===== src/rtl/board_painter.sv =====
// GRID_N x GRID_N tile board renderer: incremental tile tracking from hs/vs, palette lookup,
// two registered pixel stages and a frame-synchronous blinking win/lose overlay.

module board_painter_axis #(
    parameter int PITCH = 158,
    parameter int LIMIT = 4,
    parameter int OFF_W = 8,
    parameter int IDX_W = 3
) (
    input  logic             clk,
    input  logic             reset,
    input  logic [9:0]       pos,
    output logic [9:0]       pos_q,
    output logic [IDX_W-1:0] idx,
    output logic [OFF_W-1:0] off
);
    // Only a +1 step advances the position; stalls and jumps hold, 0 restarts the axis.
    always_ff @(posedge clk or negedge reset) begin
        if (!reset) begin
            pos_q <= '0;
            idx   <= '0;
            off   <= '0;
        end else begin
            pos_q <= pos;
            if (pos == 10'd0) begin
                idx <= '0;
                off <= '0;
            end else if ({1'b0, pos} == {1'b0, pos_q} + 11'd1) begin
                if (off == OFF_W'(PITCH - 1)) begin
                    off <= '0;
                    if (idx != IDX_W'(LIMIT))
                        idx <= idx + 1'b1;
                end else begin
                    off <= off + 1'b1;
                end
            end
        end
    end
endmodule

module board_painter #(
    parameter int GRID_N       = 4,
    parameter int STATE_W      = 4,
    parameter int CELL_W       = 154,
    parameter int CELL_H       = 113,
    parameter int LINE_W       = 4,
    parameter int H_ACTIVE     = 640,
    parameter int V_ACTIVE     = 480,
    parameter int BLINK_FRAMES = 30
) (
    input  logic                              clk,
    input  logic                              reset,
    input  logic [9:0]                        hs,
    input  logic [9:0]                        vs,
    input  logic [GRID_N*GRID_N*STATE_W-1:0]  states,
    input  logic                              win,
    input  logic                              lose,
    output logic [7:0]                        r,
    output logic [7:0]                        g,
    output logic [7:0]                        b
);
    localparam int PITCH_X = CELL_W + LINE_W;
    localparam int PITCH_Y = CELL_H + LINE_W;
    localparam int BOARD_W = GRID_N * PITCH_X + LINE_W;
    localparam int BOARD_H = GRID_N * PITCH_Y + LINE_W;
    localparam int OFFX_W  = $clog2(PITCH_X);
    localparam int OFFY_W  = $clog2(PITCH_Y);
    localparam int IDX_W   = $clog2(GRID_N + 1);
    localparam int TILE_W  = (GRID_N > 1) ? $clog2(GRID_N * GRID_N) : 1;
    localparam int CNT_W   = $clog2(BLINK_FRAMES + 1);

    localparam logic [23:0] LINE_RGB = 24'hBBADA0;
    localparam logic [23:0] WIN_RGB  = 24'h00C000;
    localparam logic [23:0] LOSE_RGB = 24'hC00000;

    typedef enum logic [1:0] {MODE_NONE, MODE_WIN, MODE_LOSE} mode_t;

    typedef struct packed {
        logic               in_active;
        logic               in_board;
        logic               is_line;
        logic               show_ovl;
        logic               ovl_win;
        logic [STATE_W-1:0] code;
    } px_t;

    function automatic logic [23:0] palette(input logic [STATE_W-1:0] code);
        case (int'(code))
            0:       return 24'hCDC1B4;
            1:       return 24'hEEE4DA;
            2:       return 24'hEDE0C8;
            3:       return 24'hF2B179;
            4:       return 24'hF59563;
            5:       return 24'hF67C5F;
            6:       return 24'hF65E3B;
            7:       return 24'hEDCF72;
            8:       return 24'hEDCC61;
            9:       return 24'hEDC850;
            10:      return 24'hEDC53F;
            11:      return 24'hEDC22E;
            default: return 24'h3C3A32;
        endcase
    endfunction

    logic [9:0]                       hs_q, vs_q;
    logic [IDX_W-1:0]                 col_idx, row_idx, col_c, row_c;
    logic [OFFX_W-1:0]                col_off;
    logic [OFFY_W-1:0]                row_off;
    logic [TILE_W-1:0]                tile_c;
    logic [GRID_N*GRID_N*STATE_W-1:0] states_q;
    mode_t                            mode, next_mode;
    logic [CNT_W-1:0]                 frame_cnt;
    logic                             blink_on, frame_start;
    px_t                              px_d, px_q;
    logic [23:0]                      colour, rgb_q;

    board_painter_axis #(.PITCH(PITCH_X), .LIMIT(GRID_N), .OFF_W(OFFX_W), .IDX_W(IDX_W)) u_col (
        .clk(clk), .reset(reset), .pos(hs), .pos_q(hs_q), .idx(col_idx), .off(col_off)
    );

    board_painter_axis #(.PITCH(PITCH_Y), .LIMIT(GRID_N), .OFF_W(OFFY_W), .IDX_W(IDX_W)) u_row (
        .clk(clk), .reset(reset), .pos(vs), .pos_q(vs_q), .idx(row_idx), .off(row_off)
    );

    assign frame_start = (vs == 10'd0) && (vs_q != 10'd0);

    always_comb begin
        next_mode = MODE_NONE;
        if (win)
            next_mode = MODE_WIN;
        else if (lose)
            next_mode = MODE_LOSE;
    end

    // Overlay state only moves at frame start so a mid-frame win/lose never tears the picture.
    always_ff @(posedge clk or negedge reset) begin
        if (!reset) begin
            mode      <= MODE_NONE;
            frame_cnt <= '0;
            blink_on  <= 1'b1;
            states_q  <= '0;
        end else begin
            states_q <= states;
            if (frame_start) begin
                mode <= next_mode;
                if (next_mode == MODE_NONE || mode == MODE_NONE) begin
                    frame_cnt <= '0;
                    blink_on  <= 1'b1;
                end else if (frame_cnt == CNT_W'(BLINK_FRAMES - 1)) begin
                    frame_cnt <= '0;
                    blink_on  <= ~blink_on;
                end else begin
                    frame_cnt <= frame_cnt + 1'b1;
                end
            end
        end
    end

    // Past the last tile the index sits at GRID_N; clamp it, that region is always line or off-board.
    always_comb begin
        col_c = (col_idx >= IDX_W'(GRID_N)) ? IDX_W'(GRID_N - 1) : col_idx;
        row_c = (row_idx >= IDX_W'(GRID_N)) ? IDX_W'(GRID_N - 1) : row_idx;
        tile_c = TILE_W'(int'(row_c) * GRID_N + int'(col_c));
        px_d.in_active = ({1'b0, hs_q} < 11'(H_ACTIVE)) && ({1'b0, vs_q} < 11'(V_ACTIVE));
        px_d.in_board  = ({1'b0, hs_q} < 11'(BOARD_W))  && ({1'b0, vs_q} < 11'(BOARD_H));
        px_d.is_line   = (col_off < OFFX_W'(LINE_W)) || (row_off < OFFY_W'(LINE_W));
        px_d.show_ovl  = (mode != MODE_NONE) && blink_on;
        px_d.ovl_win   = (mode == MODE_WIN);
        px_d.code      = states_q[tile_c*STATE_W +: STATE_W];
    end

    always_comb begin
        colour = 24'h000000;
        if (px_q.in_active && px_q.in_board) begin
            if (px_q.is_line)
                colour = LINE_RGB;
            else if (px_q.show_ovl)
                colour = px_q.ovl_win ? WIN_RGB : LOSE_RGB;
            else
                colour = palette(px_q.code);
        end
    end

    always_ff @(posedge clk or negedge reset) begin
        if (!reset) begin
            px_q  <= '0;
            rgb_q <= '0;
        end else begin
            px_q  <= px_d;
            rgb_q <= colour;
        end
    end

    assign {r, g, b} = rgb_q;
endmodule


===== config.mk =====
export PLATFORM = sky130hd
export DESIGN_NAME = board_painter
export DESIGN_NICKNAME = d
export VERILOG_FILES = /design/src/rtl/board_painter.sv
export SDC_FILE = /design/constraint.sdc
export NUM_CORES = 1
export LEC_CHECK = 0
export CAP_MARGIN = 20
export CORE_AREA = 2 2 103 105
export DETAILED_ROUTE_END_ITERATION = 8
export DIE_AREA = 0 0 105 107
export DONT_BUFFER_PORTS = 1
export HOLD_SLACK_MARGIN = 0.05
export PLACE_DENSITY = 0.86
export SYNTH_ARGS = -nofsm -noshare
export SYNTH_HDL_FRONTEND = slang
export SYNTH_SLANG_ARGS = --single-unit

===== constraint.sdc =====
create_clock -name clk -period 5.5 [get_ports clk]
set_input_delay 0.55 -clock clk [delete_from_list [all_inputs] [get_ports clk]]
set_output_delay 0.55 -clock clk [all_outputs]
set_load 0.01 [all_outputs]

==> Word level (Yosys, flattened, before mapping) <==
Memories as Yosys holds them, arrays and structs flattened.
Cells that the tools add are included.
{ "totals": {"inputBits": 88, "wordCells": 93, "regBits": 146, "mem_bits_ro": 384, "n_memories": 1} }
{ "mem_list": {"columns": ["memory", "depth", "word_bits", "read_ports", "rd_clocked_by_memory_dff", "wr", "line_no", "rtl"], "rows": [
  ["(name not given)", 16, 24, 1, 0, 0, "88", "case (int'(code))"]
]} }
{ "classes": {"n_mux": 26, "n_eq_ne": 8, "bitwise": 1, "add_sub_neg": 8, "reduce_logical": 23, "magnitude_cmp": 8, "n_shift": 1} }
{ "op_table": {"columns": ["cell", "count"], "rows": [
  ["24-bit two-way mux", 4],
  ["64-bit by 7-bit variable part select with 4-bit output", 1],
  ["3-bit two-way mux", 9],
  ["8-bit two-way mux", 3],
  ["10-bit by 1-bit adder with 11-bit output, second input constant", 2],
  ["10-bit by 11-bit equality test with 1-bit output", 2],
  ["7-bit two-way mux", 3],
  ["10-bit zero test", 2],
  ["10-bit < comparator, second input constant", 2],
  ["10-bit by 9-bit < comparator with 1-bit output, second input constant", 2],
  ["2-bit nonzero test", 8],
  ["5-bit two-way mux", 2],
  ["10-bit nonzero test", 1],
  ["8-bit by 1-bit adder with 8-bit output, second input constant", 1],
  ["8-bit equality test, second input constant", 1],
  ["8-bit by 3-bit < comparator with 1-bit output, second input constant", 1],
  ["7-bit by 1-bit adder with 7-bit output, second input constant", 1],
  ["7-bit equality test, second input constant", 1],
  ["7-bit by 3-bit < comparator with 1-bit output, second input constant", 1],
  ["3-bit by 1-bit adder with 3-bit output, second input constant", 2],
  ["3-bit >= comparator, second input constant", 2],
  ["2-bit two-way mux", 3],
  ["3-bit inequality test, second input constant", 2],
  ["3-bit AND reduction", 2],
  ["10 further kinds", 17]
]} }

==> Longest topological paths before layout <==
Gate-level depths: netlist of run 1.
{ "logic_depth": {"ltp_word": 6, "mapped_depth": 9, "ltp_nobuf": 7} }

==> By module <==
A second synthesis of run 1 with hierarchy kept.
{ "unflattened": {"cells_unflattened": 620, "area_unflattened_um2": 6871.6} }
{ "modules_own_cells": {"columns": ["mod", "cells_per_inst", "area_per_inst_um2", "instances"], "rows": [
  ["board_painter", 342, 4239.1, 1],
  ["board_painter_axis at u_row", 138, 1332.5, 1],
  ["board_painter_axis at u_col", 140, 1300.0, 1]
]} }

==> Worst setup path before layout of run 1 <==
Ideal clock, no wire load.
{ "synth_path": {"kind": "input -> register", "start": "in hs[8]", "end": "reg u_col.idx[0]", "n_path_buf": 0, "setup_ns": 0.127, "arrival_time_ns": 2.012, "setup_slack_ns": 3.360, "required_time_ns": 5.373, "stages": 6, "cell_sequence": "xnor2_1 > or4b_1 > o211ai_2 > nand3_4 > and4bb_2 > mux2_1"} }
{ "synth_via": {"elab_chain_cells": 3, "word_cells_on_any_way": 7} }
{ "synth_lines": {"columns": ["element", "line_no", "rtl"], "rows": [
  ["start: declaration", "53", "input logic [9:0] hs,"],
  ["10-bit by 11-bit equality test with 1-bit output / 10-bit zero test (equally long branches)", "28, 25", null],
  ["2-bit nonzero test (no line)", null, null],
  ["3-bit AND reduction (no line)", null, null],
  ["end signal: assignment", "32", "idx <= idx + 1'b1;"],
  ["end: declaration", "14", "output logic [IDX_W-1:0] idx,"]
]} }
Several ways; a longest one is shown, not always the timed one.
A chain may end at the register's enable or synchronous reset.

==> flow_summary.json, run 1 <==
{
  "status": "finished clean",
  "cpMaxStageDelayCell": "nor2_2",
  "critPathMaxStageDelay_ns": 0.96,
  "start_util_pct": 66.8,
  "synth_top_cell_by_area": "dfrtp_1",
  "cts_buffers": 17,
  "clkSlewWorstSetupHoldPaths_ns": 0.06,
  "start_kind": "register",
  "synth_top_area_share_pct": 53.9,
  "drt_wl_total_mm": 18.2,
  "avgSynthCellArea_um2": 11.2,
  "die_w_um": 105,
  "setup_ws_ns": 2.57,
  "syn2layout_area_growth_pct": 22.0,
  "design.core.area_mm2": 0.0101,
  "synth_nets": 708,
  "grt_max_degree": 147,
  "fin_crit_ns": 2.93,
  "cp_max_fo": 20,
  "max_cap_viol_count": 0,
  "ys_top_cells_by_area": "dfrtp_1 54%, ha_1 3.9%, mux2i_1 3.7%",
  "finalNetCount": 791,
  "cts_tree": "built",
  "finalSetupViolations": 0,
  "ys_seq_elements": 146,
  "num_rows": 37,
  "insertedDiodeCount": 0,
  "vias": 5368,
  "clock_latency_ns": 0.54,
  "cts_resized": 0,
  "synth-edff-count": 0,
  "final.setup_skew_ns": 0.0131,
  "worstPathCellList": "nor2_2 -> mux4_2 -> mux2_2 -> nand2_1 -> o21ai_0",
  "critical_path_buf_inv_count": 0,
  "grt_pass1_wl_mm": 28.7,
  "p_leak_nw": 3.57,
  "cp_data_arrival_time_ns": 3.30,
  "async_flop_share_pct": 100,
  "cp-end-kind": "register",
  "post-place-ws_ns": 2.71,
  "die_h_um": 107,
  "layout.cells.non_filler": 829,
  "ant_nets": 0,
  "final_core_util_pct": 81.5,
  "fin_tns_setup_ns": 0,
  "crit_type": "reg2reg",
  "worstMarginPinSlew_ns": 1.05,
  "ys.flop_type": "dfrtp_1",
  "grt_pass1_vias": 5489,
  "grtUsageTotal_pct": 34.2,
  "synth_seq_area_share_pct": 54.2,
  "slew_headroom_pct": 29.8,
  "critical_path_required_ns": 5.87,
  "hold_viol_final": 0,
  "io_buffers": 0,
  "powerDensity_mw_per_mm2": 298,
  "dr.pass1.iters": 7,
  "ios": 112,
  "die_area_mm2": 0.0112,
  "ir_drop_v": 0.000320,
  "antenna_found_initial": 0,
  "hp-class": "in2reg",
  "drc": 0,
  "fmax_mhz": 341,
  "placed_cells": 713,
  "hpwlAfterDp_mm": 9.94,
  "viasPerCell": 6.48,
  "yosysWarnings": 0,
  "drtIter0Drc": 539,
  "synth_cell_types": 73,
  "fill_cells": 567,
  "slew_violations": 0,
  "h-tree-depth": 4,
  "gp_routability_congestion": 0.925,
  "grt_overflow_total": 0,
  "wl_per_cell_um": 22.0,
  "drive_gt1_share_pct": 10.1,
  "root_buffer": "clkbuf_8",
  "cts.sinks": 146,
  "post_cts_buffers": 0,
  "syn_inst": 599,
  "rsz0062_at_grt": "no",
  "syn-cell-area_mm2": 0.00674,
  "fin_crit_sh_pct": 53.3,
  "cp_top_family": "simple AND/OR/NAND/NOR gates",
  "clk_path_buf_depth": 2
}
==> worst paths after layout <==
path                                          startpoint                  endpoint  slack [ns]  cells after the start
max in group asynchronous                          reset  u_col.pos_q[5]$_DFF_PN0_        4.22                      2
worst min register to register  frame_cnt[4]$_DFFE_PN0P_  frame_cnt[4]$_DFFE_PN0P_        0.49                      1
worst max-delay path            u_col.idx[0]$_DFFE_PN0P_         px_q[0]$_DFF_PN0_        2.57                      5
worst max register to register  u_col.idx[0]$_DFFE_PN0P_         px_q[0]$_DFF_PN0_        2.57                      5
min in group asynchronous                          reset        rgb_q[4]$_DFF_PN0_        0.68                      2
worst min-delay path                                lose       mode[1]$_DFFE_PN0P_        0.17                      2
==> synthesized netlist by cell type (6+ instances only) <==
cell      count
mux2_2       10
ha_1         21
nor3_1        8
nor4_1        7
o31ai_1      10
nand3_1      18
or4_1         8
nand2_1      42
xnor2_1      12
o21ai_0      27
or2_2         6
dfrtp_1     145
mux4_2        8
xor2_1       11
nor2_1       47
nand4_1       9
inv_1        22
o22ai_1       6
or3_1         7
nor2b_1      10
clkbuf_1     13
a21oi_1      34
mux2i_1      25
==> logic make-up (layout without fill, tap and decap cells) <==
logic type,after synthesis,in the layout,share of synthesized area (%)
and+or+nand+nor,199,199,16.1
DFF,146,146,54.2
AOI/OAI and AO/OA,118,118,11.6
buffers and inverters,47,141,2.90
muxes,44,44,8.23
xor gates and xnor gates,23,23,2.99
adders and majority gates,21,21,3.90
other,1,1,0.0557
==> state kept, by name, summed over array words and instances, names as in the netlist <==
register and cells:
rgb_q 24, frame_cnt 5, u_row.pos_q 10, u_col.off 8, u_col.pos_q 10, blink_on 1, u_col.idx 3, states_q 64
mode 2, u_row.idx 3, u_row.off 7, px_q 9
==> where the power goes <==
part | total [W] | internal (W) | leakage [nW] | switching (W)
clock network | 0.00106 | 0.000599 | 0.247 | 0.000463
registers | 0.00116 | 0.00112 | 1.81 | 0.0000465
logic | 0.000228 | 0.000109 | 1.51 | 0.000119
total | 0.00245 | 0.00182 | 3.57 | 0.000628
==> per-stage QoR <==
| step | hold WS [ns] | total power, W | instance area (um2) |
|---|---|---|---|
| after detailed placement | 0.260 | 0.00132 | 6810 |
| final | 0.169 | 0.00245 | 8220 |
| after global placement | 0.260 | 0.00131 | 6810 |
| after global routing | 0.162 | 0.00254 | 8220 |
| after floorplan | 0.254 | 0.00128 | 6740 |
| after CTS | 0.155 | 0.00243 | 8220 |
==> per-layer routing <==
layer | GRT usage (%) | part of all wire, %
met3 | 9.67 | 7.8
met4 | 18.5 | 5.0
met1 | 37.9 | 36
met2 | 59.9 | 51
met5 | 0 | 0
==> cell usage in the layout (no fill, tap or decap), types with 5 or more instances in the layout <==
cell type and instances:
o31ai_1 10, and3_1 5, nand4_1 9, nor2_1 47, or3_1 7, nor2b_1 10
nand4b_1 5, nand3_1 18, a31oi_1 5, inv_1 22, o21ai_0 27, nor4_1 7
nor3_1 8, xor2_1 11, or2_2 6, or4_1 8, xnor2_1 12, ha_1 21
mux2_2 10, dfrtp_1 145, clkbuf_16 16, mux4_2 8, mux2i_1 25, dlygate4sd3_1 85
o22ai_1 6, nand2_1 42, nand2b_1 5, a21oi_1 34
==> layout make-up <==
cell class	count	area (um2)	area share, %
Sequential cell	146	3650	44.4
Multi-Input combinational cell	406	2890	35.1
Timing Repair Buffer	88	893	10.9
Clock buffer	19	422	5.13
Tap cell	136	170	2.07
Clock inverter	11	109	1.32
Inverter	23	86.3	1.05
==> repair_timing <==
| action | in CTS | in global routing |
|---|---|---|
| endpoints found under the hold margin | 230 | 0 |
| hold buffers | 86 | 0 |
| endpoints found under the setup margin | 0 | 0 |
Note: power is estimated with default switching activity, not from simulation.
==> inputs of run 2 (changes only) <==
Settings changed: CORE_AREA 2 2 103 105 to 2 2 107 109, DIE_AREA 0 0 105 107 to 0 0 109 111, PLACE_DENSITY 0.86 to 0.81.
Clock period 5.5 ns to 3 ns, I/O delays scaled along.
==> run 2 against run 1 <==
  * Combinational power rose by 64%
  * Clock power rose by 92%
  * Routed wire length fell by 14%
  * Register-to-register slack got worse by 2.3 ns
  * Die area rose by 7.7%
  * Critical path depth rose by 2
  * The flow now finishes with violations (negative hold slack)
  * Flip-flop and latch count did not move
  * Sequential share of layout area fell by 0.36 points
  * Clock skew fell by 0.0068 ns
  * Hold slack got worse by 0.59 ns
==> flow_summary.json, run 2 (same netlist as run 1, synthesis figures left out) <==
{
  "reg2reg_to": "u_row.off[3]$_DFFE_PN0P_",
  "grt_max_degree": 147,
  "post_cts_buffers": 0,
  "clock_latency_ns": 0.42,
  "worstMarginPinSlew_ns": 0.843,
  "finalNetCount": 794,
  "design.core.area_mm2": 0.0111,
  "ant_nets": 0,
  "syn2layout_area_growth_pct": 23.0,
  "clk_path_buf_depth": 2,
  "grtUsageTotal_pct": 28.2,
  "top_regs": "states_q x64, rgb_q x24",
  "powerDensity_mw_per_mm2": 547,
  "p_clk_share_pct": 45.0,
  "hp-class": "in2async",
  "p_switching_w": 0.00109,
  "combPwrFrac_pct": 8.3,
  "layout_common_cells": "145 x dfrtp_1, 87 x dlygate4sd3_1, 47 x nor2_1, 42 x nand2_1, 34 x a21oi_1",
  "status": "finished with violations",
  "final_common_cell": "dfrtp_1",
  "viasPerCell": 6.10,
  "cp-endpoint": "u_row.off[3]$_DFFE_PN0P_",
  "power.internal_w": 0.00344,
  "io_buffers": 0,
  "hpwlAfterDp_mm": 9.39,
  "num_rows": 39,
  "grt_pass1_wl_mm": 26.4,
  "top_register": "states_q",
  "cts.sinks": 146,
  "h-tree-depth": 4,
  "wl_per_cell_um": 18.6,
  "fin_tns_setup_ns": 0,
  "fin_crit_ns": 2.70,
  "final.setup_skew_ns": 0.00631,
  "seqPwrFrac_pct": 46.7,
  "fmax_mhz": 370,
  "cts_tree": "built",
  "grt_overflow_total": 0,
  "antenna_found_initial": 0,
  "die_h_um": 111,
  "grt_pass1_vias": 5405,
  "setup_ws_ns": 0.300,
  "total_power_w": 0.00453,
  "hold_viol_final": 146,
  "hold_buffers": 87,
  "finalSetupViolations": 0,
  "gp_routability_congestion": 0.916,
  "drtIter0Drc": 486,
  "fill_cells": 656,
  "seqCellArea_mm2": 0.00365,
  "slew_violations": 0,
  "drt_wl_total_mm": 15.6,
  "root_buffer": "clkbuf_16",
  "dr.pass1.iters": 5,
  "rsz0062_at_grt": "no",
  "ir_drop_v": 0.000549,
  "die_w_um": 109,
  "cp_max_fo": 15,
  "cp_data_arrival_time_ns": 3.03,
  "largest_reg_flops": 64,
  "start_kind": "register",
  "multi_input_area_mm2": 0.00289,
  "cts_buffers": 17,
  "p_sw_share_pct": 24.0,
  "placed_cells": 722,
  "drive_gt1_share_pct": 10.7,
  "vias": 5134,
  "max_cap_viol_count": 0,
  "critical_path_required_ns": 3.33,
  "startpoint": "u_row.pos_q[0]$_DFF_PN0_",
  "reg2reg_setup_slack_ns": 0.30,
  "ff2ff_path_depth": 7,
  "cp-end-kind": "register",
  "crit_type": "reg2reg",
  "slew_headroom_pct": 43.6,
  "die_area_mm2": 0.0121,
  "p_leak_nw": 3.60,
  "hold-worst-slack_ns": -0.418,
  "clkSlewWorstSetupHoldPaths_ns": 0.06,
  "post-place-ws_ns": 0.465,
  "final_core_util_pct": 74.8,
  "insertedDiodeCount": 0,
  "start_util_pct": 60.8,
  "ios": 112,
  "drc": 0,
  "layout.cells.non_filler": 841,
  "worstReg2RegStart": "u_row.pos_q[0]$_DFF_PN0_",
  "fin_crit_sh_pct": 90.0,
  "violations": "negative hold slack"
}
## run 2: cell types whose count changed in the layout (fill, tap and decap cells not counted)
cell	delta
clkbuf_8	+1
buf_4	+2
clkbuf_1	-2
dlygate4sd3_1	+2
clkinvlp_4	-1
buf_16	-1
clkinv_4	+3
clkbuf_16	+1
## run 2: metal layers
layer / GRT usage (%) / wire (um)
met5: 0 / 0
met4: 10.3 / 424
met3: 8.17 / 1000
met2: 47.8 / 8140
met1: 33.8 / 6080
## run 2: worst min-delay path by stage
stage | end | slack [ns]
final | u_col.pos_q[4]$_DFF_PN0_ | -0.42
after global routing | rgb_q[2]$_DFF_PN0_ | -0.45
after CTS | rgb_q[6]$_DFF_PN0_ | -0.44
after detailed placement | u_col.pos_q[1]$_DFF_PN0_ | 0.01
after global placement | rgb_q[2]$_DFF_PN0_ | 0.009
after floorplan | frame_cnt[0]$_DFFE_PN0P_ | 0.004
## run 2: metrics by stage
stage | hold slack [ns] | cell area (um2)
global route | -0.446 | 8290
global placement | 0.00851 | 6840
detailed placement | 0.0109 | 6840
floorplan | 0.00441 | 6740
finish | -0.418 | 8290
CTS | -0.438 | 8290
## run 2: critical path, stage by stage, from the launching register on
cell	delay, ns
dfrtp_1	0.46
ha_1	0.38
and3b_1	0.23
o2bb2ai_1	0.06
o21ai_0	0.28
o2111ai_2	0.41
or4_1	0.62
a21oi_1	0.17
## run 2: power by group through the flow
stage / registers [W] / logic (W) / clock network, W
final: 0.00212 / 0.000374 / 0.00204
after global routing: 0.00212 / 0.000408 / 0.00217
after CTS: 0.00211 / 0.000361 / 0.00206
after detailed placement: 0.00215 / 0.000266 / 0
after global placement: 0.00214 / 0.000259 / 0
after floorplan: 0.00212 / 0.000234 / 0
## run 2: what timing repair did
action                                  in CTS  in global routing
resized for setup                            0                  0
endpoints found under the setup margin       0                  0
endpoints found under the hold margin      232                146
## run 2: cell type report
cell class | instances | area share, %
Multi-Input combinational cell | 406 | 34.8
Inverter | 23 | 1.04
Tap cell | 143 | 2.16
Timing Repair Buffer | 91 | 10.9
Clock inverter | 13 | 1.54
Sequential cell | 146 | 44.1
Clock buffer | 19 | 5.46
==> inputs of run 3 (changes only) <==
Settings changed: GPL_TIMING_DRIVEN set to 0.
==> run 3 against run 2 <==
  * The run still ends with negative hold slack left
  * Register-to-register slack better by 0.16 ns
  * First-iteration DRC count up 0.62%
  * Die area unchanged
  * Sequential power about the same
  * Worst setup slack better by 0.16 ns
  * Clock skew about the same
  * Critical path depth up 2
  * Non-clock buffer count up 19
  * Count of clock-buffer cells in the layout unchanged
  * Via count up 2.1%
  * Critical path type unchanged
  * Largest cell class unchanged
==> flow_summary.json, run 3 (same netlist as run 1, synthesis figures left out) <==
{
  "status": "finished with violations",
  "violations": "negative hold slack",
  "top_regs": "states_q x64, rgb_q x24",
  "slew_headroom_pct": 39.0,
  "final.setup_skew_ns": 0.00607,
  "start_util_pct": 60.8,
  "hold-worst-slack_ns": -0.422,
  "syn2layout_area_growth_pct": 24.4,
  "final_common_cell": "dfrtp_1",
  "antenna_found_initial": 0,
  "grt_overflow_total": 0,
  "root_buffer": "clkbuf_16",
  "post-place-ws_ns": 0.513,
  "top_register": "states_q",
  "fin_crit_sh_pct": 84.7,
  "critical_path_required_ns": 3.27,
  "dr.pass1.iters": 5,
  "critPathMaxStageDelay_ns": 0.44,
  "cts_tree": "built",
  "die_area_mm2": 0.0121,
  "finalSetupViolations": 0,
  "largest_reg_flops": 64,
  "p_leak_nw": 3.64,
  "insertedDiodeCount": 0,
  "layout.cells.non_filler": 860,
  "viasPerCell": 6.10,
  "cp-end-kind": "register",
  "grt_pass1_wl_mm": 27.0,
  "die_w_um": 109,
  "cts.sinks": 146,
  "drc": 0,
  "cpMaxStageDelayCell": "dfrtp_1",
  "fin_crit_ns": 2.54,
  "hp-class": "in2async",
  "grt_pass1_vias": 5458,
  "crit_type": "reg2reg",
  "layout_common_cells": "145 x dfrtp_1, 86 x dlygate4sd3_1, 47 x nor2_1, 42 x nand2_1, 34 x a21oi_1",
  "h-tree-depth": 4,
  "drive_gt1_share_pct": 11.0,
  "setup_ws_ns": 0.460,
  "worstMarginPinSlew_ns": 0.912,
  "grtUsageTotal_pct": 28.9,
  "worstPathCellList": "ha_1 -> clkbuf_2 -> xnor2_1 -> o2bb2ai_1 -> o21ai_0 -> o2111ai_2 -> clkbuf_1 -> o31ai_1 -> a21oi_1",
  "vias": 5243,
  "max_cap_viol_count": 0,
  "finalNetCount": 813,
  "gp_routability_congestion": 0.884,
  "clkSlewWorstSetupHoldPaths_ns": 0.06,
  "cp_data_arrival_time_ns": 2.81,
  "start_kind": "register",
  "hold_viol_final": 146,
  "rsz0062_at_grt": "no",
  "fin_tns_setup_ns": 0,
  "final_area_mm2": 0.00838,
  "drt_wl_total_mm": 16.3,
  "wl_per_cell_um": 19.0,
  "fmax_mhz": 394,
  "drtIter0Drc": 489,
  "ir_drop_v": 0.000609,
  "slew_violations": 0,
  "ios": 112,
  "clock_latency_ns": 0.42,
  "die_h_um": 111,
  "design.core.area_mm2": 0.0111,
  "grt_max_degree": 147,
  "placed_cells": 742,
  "hold_buffers": 86,
  "placed_cell_area_mm2": 0.00692,
  "num_rows": 39,
  "cts_buffers": 17,
  "ant_nets": 0,
  "cp_max_fo": 10,
  "clk_path_buf_depth": 2,
  "powerDensity_mw_per_mm2": 555,
  "hpwlAfterDp_mm": 9.46,
  "cp_top_family": "compound AO/OA/AOI/OAI gates",
  "io_buffers": 0,
  "post_cts_buffers": 0,
  "critical_path_buf_inv_count": 2,
  "cts_resized": 0
}
[run 3: worst paths after layout]
path                                                from                        to  slack (ns)  depth (start not counted)
worst max-delay path            u_row.pos_q[0]$_DFF_PN0_  u_row.off[5]$_DFFE_PN0P_        0.46                          9
worst min-delay path                               reset        rgb_q[1]$_DFF_PN0_       -0.42                          0
worst max register to register  u_row.pos_q[0]$_DFF_PN0_  u_row.off[5]$_DFFE_PN0P_        0.46                          9
worst min register to register      blink_on$_DFFE_PN1P_         px_q[5]$_DFF_PN0_        0.51                          1
max in group asynchronous                          reset      blink_on$_DFFE_PN1P_        3.12                          0
min in group clk                                     win       mode[1]$_DFFE_PN0P_        0.07                          2
[run 3: report_power, final]
group / switching (W) / total (W) / internal (W)
Combinational: 0.000194 / 0.000397 / 0.000203
Clock: 0.000867 / 0.00215 / 0.00128
Sequential: 0.0000553 / 0.00210 / 0.00205
[run 3: layer usage]
layer / track usage (%) / up-vias / share of wire (%)
met5: 0 / - / 0
met4: 10.3 / 0 / 2.6
met3: 7.17 / 40 / 6.9
met2: 50.1 / 258 / 52
met1: 34.4 / 2574 / 39
li1: - / 2371 / -
[run 3: area by class of cell]
class	count	area [um2]
plain buffers	24	109
clock buffers	19	453
clock inverters	13	151
fillers	656	2700
inverters	23	86.3
multi-input cells	406	2890
flip-flops and latches	146	3650
well taps	143	179
repair buffers	86	861
[run 3: metrics by stage]
stage / hold WS, ns / utilization [%] / total power (W)
CTS: -0.433 / 75.7 / 0.00463
global route: -0.440 / 75.7 / 0.00481
floorplan: 0.00441 / - / 0.00235
detailed placement: 0.0103 / 62.4 / 0.00242
global placement: 0.00870 / 62.4 / 0.00241
finish: -0.422 / 75.7 / 0.00465
